**config.mk**
```make
export PLATFORM = sky130hd
export DESIGN_NAME = waveform_playback_sequencer_flat
export DESIGN_NICKNAME = d
export VERILOG_FILES = /design/src/rtl/waveform_playback_sequencer_if.sv /design/src/rtl/waveform_playback_sequencer.sv /design/src/flat_wrapper.sv
export SDC_FILE = /design/constraint.sdc
export NUM_CORES = 1
export LEC_CHECK = 0
export ABC_AREA = 1
export CAP_MARGIN = 20
export CORE_MARGIN = 3
export CORE_UTILIZATION = 58
export CTS_CLUSTER_DIAMETER = 40
export CTS_CLUSTER_SIZE = 14
export DETAILED_ROUTE_END_ITERATION = 12
export HOLD_SLACK_MARGIN = 0.05
export PLACE_DENSITY = 0.86
export SYNTH_ARGS = -nofsm -noshare
export SYNTH_HDL_FRONTEND = slang
export SYNTH_SLANG_ARGS = --single-unit
```
**constraint.sdc**
```tcl
create_clock -name clock -period 3.7 [get_ports clock]
set_input_delay 0.555 -clock clock [delete_from_list [all_inputs] [get_ports clock]]
set_output_delay 0.555 -clock clock [all_outputs]
set_load 0.01 [all_outputs]
```
**src/rtl/waveform_playback_sequencer_if.sv**
```systemverilog
// Control/status bundle between the SPI register block and the waveform playback sequencer.
// The register side uses the master modport and the sequencer uses the slave modport.
interface waveform_playback_sequencer_if #(
  parameter int unsigned ADDRESS_WIDTH = 14,
  parameter int unsigned REPEAT_WIDTH  = 8
);
  logic [ADDRESS_WIDTH-1:0] start_address;
  logic [ADDRESS_WIDTH-1:0] end_address;
  logic                     mode;
  logic [REPEAT_WIDTH-1:0]  repeat_count;
  logic                     trigger;
  logic                     resync;
  logic [ADDRESS_WIDTH-1:0] read_address;
  logic                     blank;
  logic                     sync_out;
  logic                     busy;
  logic                     range_error;

  modport master (
    output start_address, end_address, mode, repeat_count, trigger, resync,
    input  read_address, blank, sync_out, busy, range_error
  );

  modport slave (
    input  start_address, end_address, mode, repeat_count, trigger, resync,
    output read_address, blank, sync_out, busy, range_error
  );
endinterface

```
**src/rtl/waveform_playback_sequencer.sv**
```systemverilog
// Read-address sequencer for the waveform RAM port B, with latency-aligned sync and blank.
// Optional macro WAVEFORM_PLAYBACK_ASYNC_TRIGGER_EN: synchronise and edge-detect the trigger.
module waveform_playback_sequencer #(
  parameter int unsigned ADDRESS_WIDTH = 14,
  parameter int unsigned REPEAT_WIDTH  = 8,
  parameter int unsigned SYNC_DELAY    = 3
) (
  input  logic                         clock,
  input  logic                         reset,
  waveform_playback_sequencer_if.slave bus
);

  localparam int unsigned PASS_WIDTH = REPEAT_WIDTH + 1;

  typedef enum logic {
    ST_IDLE    = 1'b0,
    ST_PLAYING = 1'b1
  } state_e;

  state_e                   state_q, state_d;
  logic [ADDRESS_WIDTH-1:0] addr_q, addr_d;
  logic [ADDRESS_WIDTH-1:0] last_q, last_d;
  logic [PASS_WIDTH-1:0]    pass_q, pass_d;
  logic                     burst_q, burst_d;
  logic                     sync_raw_q, sync_raw_d;
  logic                     range_err_q, range_err_d;
  logic                     busy_q;
  logic [SYNC_DELAY-1:0]    sync_sr_q;
  logic [SYNC_DELAY-1:0]    blank_sr_q;

  logic                     trig_evt_c;
  logic                     range_ok_c;
  logic                     at_last_c;
  logic                     wrap_c;
  logic [PASS_WIDTH-1:0]    pass_inc_c;
  logic                     burst_done_c;
  logic                     leave_c;

`ifdef WAVEFORM_PLAYBACK_ASYNC_TRIGGER_EN
  // Two-flop synchroniser plus edge detect; reset to ones so a level held through reset is not an edge.
  logic [2:0] trig_sync_q;
  logic       trig_evt_q;

  always_ff @(posedge clock) begin
    if (reset) begin
      trig_sync_q <= 3'b111;
      trig_evt_q  <= 1'b0;
    end else begin
      trig_sync_q <= {trig_sync_q[1:0], bus.trigger};
      trig_evt_q  <= trig_sync_q[1] & ~trig_sync_q[2];
    end
  end

  assign trig_evt_c = trig_evt_q;
`else
  assign trig_evt_c = bus.trigger;
`endif

  assign range_ok_c   = bus.end_address > bus.start_address;
  assign at_last_c    = addr_q == last_q;
  assign wrap_c       = at_last_c & ~bus.resync;
  assign pass_inc_c   = pass_q + PASS_WIDTH'(1);
  assign burst_done_c = pass_inc_c == (PASS_WIDTH'(bus.repeat_count) + PASS_WIDTH'(1));
  // A continuous loop ends when mode flips to burst; a burst ends after its last counted pass.
  assign leave_c      = wrap_c & (burst_q ? burst_done_c : bus.mode);

  // Next-state and pass bookkeeping.
  always_comb begin
    state_d     = state_q;
    addr_d      = addr_q;
    last_d      = last_q;
    pass_d      = pass_q;
    burst_d     = burst_q;
    sync_raw_d  = 1'b0;
    range_err_d = range_err_q;

    unique case (state_q)
      ST_IDLE: begin
        addr_d = bus.start_address;
        if (!bus.mode || trig_evt_c) begin
          if (range_ok_c) begin
            state_d    = ST_PLAYING;
            last_d     = bus.end_address - ADDRESS_WIDTH'(1);
            pass_d     = '0;
            burst_d    = bus.mode;
            sync_raw_d = 1'b1;
          end else begin
            range_err_d = 1'b1;
          end
        end
      end

      ST_PLAYING: begin
        if (bus.resync || at_last_c) begin
          addr_d = bus.start_address;
          if (wrap_c) begin
            pass_d = pass_inc_c;
          end
          if (leave_c) begin
            state_d = ST_IDLE;
          end else if (!range_ok_c) begin
            range_err_d = 1'b1;
            state_d     = ST_IDLE;
          end else begin
            last_d     = bus.end_address - ADDRESS_WIDTH'(1);
            sync_raw_d = 1'b1;
          end
        end else begin
          addr_d = addr_q + ADDRESS_WIDTH'(1);
        end
      end

      default: begin
        state_d = ST_IDLE;
      end
    endcase
  end

  always_ff @(posedge clock) begin
    if (reset) begin
      state_q     <= ST_IDLE;
      addr_q      <= '0;
      last_q      <= '0;
      pass_q      <= '0;
      burst_q     <= 1'b0;
      sync_raw_q  <= 1'b0;
      range_err_q <= 1'b0;
      busy_q      <= 1'b0;
    end else begin
      state_q     <= state_d;
      addr_q      <= addr_d;
      last_q      <= last_d;
      pass_q      <= pass_d;
      burst_q     <= burst_d;
      sync_raw_q  <= sync_raw_d;
      range_err_q <= range_err_d;
      busy_q      <= state_d == ST_PLAYING;
    end
  end

  // Delay sync and blank by the RAM read latency so they line up with the data word.
  always_ff @(posedge clock) begin
    if (reset) begin
      sync_sr_q  <= '0;
      blank_sr_q <= '1;
    end else begin
      sync_sr_q[0]  <= sync_raw_q;
      blank_sr_q[0] <= ~busy_q;
      for (int i = 1; i < int'(SYNC_DELAY); i++) begin
        sync_sr_q[i]  <= sync_sr_q[i-1];
        blank_sr_q[i] <= blank_sr_q[i-1];
      end
    end
  end

  assign bus.read_address = addr_q;
  assign bus.busy         = busy_q;
  assign bus.range_error  = range_err_q;
  assign bus.sync_out     = sync_sr_q[SYNC_DELAY-1];
  assign bus.blank        = blank_sr_q[SYNC_DELAY-1];

endmodule

```
**src/flat_wrapper.sv**
```systemverilog
// flat-port wrapper written by rule: the top's interface ports become plain ports
module waveform_playback_sequencer_flat 
#(
  parameter int unsigned ADDRESS_WIDTH = 14,
  parameter int unsigned REPEAT_WIDTH  = 8,
  parameter int unsigned SYNC_DELAY    = 3
)
  (clock, reset, bus_start_address, bus_end_address, bus_mode, bus_repeat_count, bus_trigger, bus_resync, bus_read_address, bus_blank, bus_sync_out, bus_busy, bus_range_error);
  waveform_playback_sequencer_if #(.ADDRESS_WIDTH(ADDRESS_WIDTH), .REPEAT_WIDTH(REPEAT_WIDTH)) bus_i ();
  input  logic clock;
  input  logic reset;
  input wire logic [$bits(bus_i.start_address)-1:0] bus_start_address;
  input wire logic [$bits(bus_i.end_address)-1:0] bus_end_address;
  input wire logic [$bits(bus_i.mode)-1:0] bus_mode;
  input wire logic [$bits(bus_i.repeat_count)-1:0] bus_repeat_count;
  input wire logic [$bits(bus_i.trigger)-1:0] bus_trigger;
  input wire logic [$bits(bus_i.resync)-1:0] bus_resync;
  output wire logic [$bits(bus_i.read_address)-1:0] bus_read_address;
  output wire logic [$bits(bus_i.blank)-1:0] bus_blank;
  output wire logic [$bits(bus_i.sync_out)-1:0] bus_sync_out;
  output wire logic [$bits(bus_i.busy)-1:0] bus_busy;
  output wire logic [$bits(bus_i.range_error)-1:0] bus_range_error;
  assign bus_i.start_address = bus_start_address;
  assign bus_i.end_address = bus_end_address;
  assign bus_i.mode = bus_mode;
  assign bus_i.repeat_count = bus_repeat_count;
  assign bus_i.trigger = bus_trigger;
  assign bus_i.resync = bus_resync;
  assign bus_read_address = bus_i.read_address;
  assign bus_blank = bus_i.blank;
  assign bus_sync_out = bus_i.sync_out;
  assign bus_busy = bus_i.busy;
  assign bus_range_error = bus_i.range_error;
  waveform_playback_sequencer #(.ADDRESS_WIDTH(ADDRESS_WIDTH), .REPEAT_WIDTH(REPEAT_WIDTH), .SYNC_DELAY(SYNC_DELAY)) u_core (.clock(clock), .reset(reset), .bus(bus_i));
endmodule
```
==> After elaboration in Yosys (flattened, before gate mapping) <==
Index checks and enable logic that the tools add are counted.
{ "totals": {"in_bits": 41, "regBits": 47, "wordCells": 56} }
{ "op_classes": {"order_cmp": 1, "n_eq_ne": 7, "n_reduce_logical": 6, "add_sub_neg": 4, "bitwise": 4, "n_mux": 25} }
{ "ops": {"columns": ["operator", "count"], "rows": [
  ["$mux W14", 5],
  ["$pmux W14 S2", 2],
  ["$mux W9", 4],
  ["$pmux W9 S2", 1],
  ["$add A14 B1 Y14 const B", 1],
  ["$eq A14 B14 Y1", 1],
  ["$gt A14 B14 Y1", 1],
  ["$sub A14 B1 Y14 const B", 1],
  ["$mux W1", 10],
  ["$add A8 B1 Y9 const B", 1],
  ["$add A9 B1 Y9 const B", 1],
  ["$eq A9 B9 Y1", 1],
  ["$ne A2 B2 Y1 const B", 3],
  ["$pmux W1 S2", 3],
  ["$reduce_and A3 Y1", 2],
  ["$ne A2 B1 Y1 const B", 2],
  ["$reduce_and A4 Y1", 1],
  ["$and A1 B1 Y1", 2],
  ["$logic_or A1 B1 Y1", 2],
  ["$not A1 Y1", 2],
  ["$logic_not A1 Y1", 1]
]} }

==> Depth between registers and ports, before layout <==
{ "depth": {"depth_word": 7, "mapped_depth": 18, "mapped_depth_nobuf": 17} }

==> Worst setup path after synthesis <==
No wires, ideal clock.
{ "synth_path": {"path_type": "input to register", "from": "in bus_start_address[13]", "to": "reg u_core.last_q[4]", "path_slack_ns": 1.493, "stages": 14, "arrival_ns": 2.094, "required_ns": 3.586, "setup_ns": 0.114, "cell_sequence": "inv_1 ha_1 nand2_1 nor2_1 nand2_1 nor3_1 nand2_1 nand2_1 nand2_1 nor2_2 nand3_4 buf_6 nor2_1 nor2_2"} }
{ "synth_via": {"elab_chain_cells": 5, "word_cells_on_any_way": 6, "cone_classes": "order compare: 1; mux: 5"} }
{ "synth_rtl": {"columns": ["element", "line", "rtl"], "rows": [
  ["start: declaration", "flat_wrapper.sv:12", "input wire logic [$bits(bus_i.start_address)-1:0] bus_start_address;"],
  ["$gt A14 B14 Y1 *", "waveform_playback_sequencer.sv:59", "assign range_ok_c = bus.end_address > bus.start_address;"],
  ["$mux W14 *", null, null],
  ["$mux W14 (2 in series)", null, null],
  ["$pmux W14 S2 *", null, null],
  ["end signal: assignment", "waveform_playback_sequencer.sv:132", "last_q <= last_d;"],
  ["end: declaration", "waveform_playback_sequencer.sv:22", "logic [ADDRESS_WIDTH-1:0] last_q, last_d;"]
]} }
Mark *: on every way between the ends. The rest lies on a longest branch, timed or not. The select of a mux whose other input is x is not followed.
A chain may end at the register's enable or synchronous reset.

==> Final worst setup path <==
{ "layout_path": {"from": "in bus_start_address[13]", "to": "reg u_core.last_q[8]"} }
Same word-level chain as after synthesis.

==> metrics list <==
* Run status: finished, final reports clean
* Top library cells by usage in the layout, fill and taps aside: 137 x sky130_fd_sc_hd__nand2_1, 84 x sky130_fd_sc_hd__inv_1, 58 x sky130_fd_sc_hd__clkdlybuf4s50_1
- Violation count after the first detailed-routing iteration: 148
- End-of-flow core utilization: 74.4%
* Pwr dens: 319 nW/µm²
* Setup slack of the critical path after layout: 0.867 ns
* Count of buffers inserted at the top-level ports: 58
* Setup slack after placement: 0.585 ns
* Cell area after placement: 4060 µm²
* Cell area after synthesis: 3440 µm²
* Total via count in the routed design: 3,509
* Seq/Total Area, Yosys: 27.3%
- Cells after Synth: 541
- The number of hold violations in the final report came to 0.
- Antenna viol nets, final: 0
* Detailed-router iteration count before antenna repair: 4
- At the end of routability-driven placement, the weighted congestion stood at 0.866.
* Total inserted antenna cells: 0
* Clock-pin slew on the worst setup and hold paths: 0.09 ns
- In the finished design, the share of the clock period the worst path needs comes to 76.6%.
- The number of max-slew violations in the final report was 0.
* Arrival time worst endpoint: 3.08 ns
- Worst slew margin: 48.7%
* Worst hold slack: 0.406 ns
- Once the clock tree was built, the resizer swapped 0 gates to a different size.
- First-pass GRT wire length: 15,000 µm
- Tracing the worst setup path back leads to its startpoint at bus_start_address[13].
* Gr ovfl total: 0
- Number of maximum-capacitance violations: 0
* PnR Total Power: 1.33 mW
* Flip-flop and latch count after synthesis: 47
- Summed over all nets, the half-perimeter wirelength after detailed placement is 6450 µm.
- The synthesized netlist contains 34 unique library cells.
- Counting every sink on the clock net gives 47.
- Reg power frac: 43.8%
* Switch Pwr: 0.421 mW
- Cells with a size suffix above 1 make up 9.03% of the layout.
- In this run the count of I/O pins placed on the die edge is 59.
- Via density: 5.24
* Vias in the first global route: 3,600
- The number of placed instances, taps included, is 662.
- Max Buffers Root-to-Sink: 2
- Part of the total power dissipated in combinational logic: 27.8%
* Switching part of the total: 31.6%
- Hold repair after CTS inserted 0 buffers.
- Starting density of the core: 61.4%
- STA classifies the critical path endpoint as a flip-flop.
- Highest net fanout along the worst path: 23
- Global routing consumed, over all layers together, 25.3% of the routing resources.
* Unrepaired setup endpoints after global routing: no
- Average size of a mapped cell: 6.36 µm²
- Derived from the worst setup path, the maximum achievable clock frequency is 353 MHz.
* Post-route design area: 4170 µm²
* Share of synthesized flip-flops with an asynchronous set or reset: 0%
* Maximum vdd drop: 0.000263 V
- Core Region: 5610 µm²
- The final layout contains routed wiring with a total length of 8360 µm.
- Summed over all cells, the static leakage comes to 1.95 nW.
* Synthesis warning total: 0
* Worst Hold Class: flip-flop to flip-flop
* Final cell count without fillers: 670
* Worst clock skew: 0.00957 ns
* Avg WL per Cell: 12.5 µm
- Skew-Pair Late Insertion Delay: 0.30 ns
* Die outline height: 83.0 µm
- The setup path with the least slack is of type primary input to flip-flop.
- The number of antenna violations at the first check in global routing came to 0.
- For this run, design rule violations remaining after detail routing come to 0.
- The startpoint identified for the worst hold timing path is u_core.sync_sr_q[1].
- After the last flow step, the layout net total stands at 656.
- Die area: 6890 µm²
- The worst register-to-register path begins at u_core.bus.read_address[7].
* Number of flops mapped to enable cells by yosys: 0
- Most frequently used flop master after synthesis: sky130_fd_sc_hd__dfxtp_1
- The worst setup path is launched from a primary input.
* Clock network fraction of design power: 28.4%
* Internal power component: 0.910 mW
* H-tree levels: 2
- Measured slew at the worst slew-check pin: 0.765 ns
* Most common library cell in the layout ignoring fill and taps: sky130_fd_sc_hd__nand2_1
- CTS root buffer: sky130_fd_sc_hd__clkbuf_8
- TritonCTS built the clock tree.
- Required time at the endpoint of the critical path: 3.94 ns
- Number of setup buffers added after CTS: 0
- Setup tns final: 0 ns
- Compared with the post-synthesis result, the final layout area differs by 21.2%.
- Entering global routing, the biggest net connects 29 pins.
- Setup violations, final: 0
* Shortest clock period the worst path allows after layout: 2.83 ns
- Synthesized net count: 600
- Die span in x: 83.0 µm
- Number of buffers added by the clock tree synthesis step: 5
- Floorplan row count: 27
-- worst max-delay path, stage by stage --
cell	delay, ns
sky130_fd_sc_hd__clkdlybuf4s50_1	0.45
sky130_fd_sc_hd__inv_1	0.05
sky130_fd_sc_hd__ha_1	0.29
sky130_fd_sc_hd__nand2_1	0.06
sky130_fd_sc_hd__nor2_1	0.16
sky130_fd_sc_hd__nand2_1	0.08
sky130_fd_sc_hd__nor3_1	0.19
sky130_fd_sc_hd__nand2_1	0.08
sky130_fd_sc_hd__nand2_1	0.07
sky130_fd_sc_hd__nand2_1	0.08
sky130_fd_sc_hd__nor2_2	0.27
sky130_fd_sc_hd__nand3_4	0.36
sky130_fd_sc_hd__nand2_2	0.17
sky130_fd_sc_hd__nand2_1	0.09
sky130_fd_sc_hd__nor2_2	0.11
-- worst paths after layout --
check                                      endpoint  slack [ns]  cells past startpoint
worst max register to register     u_core.last_q[8]        1.22                     10
worst max-delay path               u_core.last_q[8]        0.87                     15
worst min register to register  u_core.sync_sr_q[2]        0.41                      2
worst min-delay path            u_core.sync_sr_q[2]        0.41                      2
-- routing by layer --
metal | global-route usage, % | routed length [µm]
met1 | 28.0 | 3570
met2 | 46.6 | 4210
met3 | 3.57 | 322
met4 | 13.1 | 256
met5 | 0 | 0
-- logic make-up (layout without fill, tap and decap cells) --
family,count (synthesis),after routing,share of synthesized area [%]
buffers and inverters,102,159,12.0
flip-flops,47,47,27.3
adder cells (fa/ha/maj),18,18,6.55
AO/OA/AOI/OAI,65,65,10.0
XOR/XNOR,23,23,5.85
AND/OR/NAND/NOR,286,286,38.2
-- registers in the layout, summed over array words and instances, names as in the netlist --
register / flops
u_core.sync_raw_q: 1
u_core.pass_q: 9
u_core.sync_sr_q: 3
u_core.bus.read_address: 14
u_core.burst_q: 1
u_core.blank_sr_q: 3
u_core.bus.range_error: 1
u_core.last_q: 14
u_core.bus.busy: 1
-- synthesized netlist by cell type, types with 2 or more instances --
library cell	n	area [µm²]
sky130_fd_sc_hd__a211oi_1	2	15.0
sky130_fd_sc_hd__a21oi_1	32	160
sky130_fd_sc_hd__a31oi_1	4	25.0
sky130_fd_sc_hd__buf_2	4	20.0
sky130_fd_sc_hd__buf_4	2	15.0
sky130_fd_sc_hd__clkbuf_1	4	15.0
sky130_fd_sc_hd__clkinv_1	2	7.51
sky130_fd_sc_hd__dfxtp_1	47	941
sky130_fd_sc_hd__ha_1	18	225
sky130_fd_sc_hd__inv_1	84	315
sky130_fd_sc_hd__inv_2	4	15.0
sky130_fd_sc_hd__nand2_1	137	514
sky130_fd_sc_hd__nand2_2	10	62.6
sky130_fd_sc_hd__nand2_4	5	56.3
sky130_fd_sc_hd__nand3_1	32	160
sky130_fd_sc_hd__nand4_1	13	81.3
sky130_fd_sc_hd__nor2_1	52	195
sky130_fd_sc_hd__nor2_2	15	93.8
sky130_fd_sc_hd__nor3_1	10	50.1
sky130_fd_sc_hd__nor4_1	2	12.5
sky130_fd_sc_hd__o21ai_0	23	115
sky130_fd_sc_hd__o21bai_1	2	15.0
sky130_fd_sc_hd__or2_2	5	31.3
sky130_fd_sc_hd__xnor2_1	5	43.8
sky130_fd_sc_hd__xor2_1	18	158
-- power by group through the flow --
stage                     registers [mW]  logic (mW)  clock network, mW
after global placement             0.591       0.351                  0
after floorplan                    0.590       0.235                  0
final                              0.583       0.370              0.378
after CTS                          0.582       0.370              0.379
after detailed placement           0.593       0.364                  0
after global routing               0.589       0.416              0.406
-- layout make-up --
| type | count | area [µm²] |
|---|---|---|
| Timing Repair Buffer | 61 | 603 |
| Fill cell | 456 | 1440 |
| Sequential cell | 47 | 941 |
| Multi-Input combinational cell | 392 | 2090 |
| Inverter | 90 | 338 |
| Clock inverter | 3 | 43.8 |
| Clock buffer | 5 | 68.8 |
| Tap cell | 72 | 90.1 |
Power figures use the tool's default switching activity.
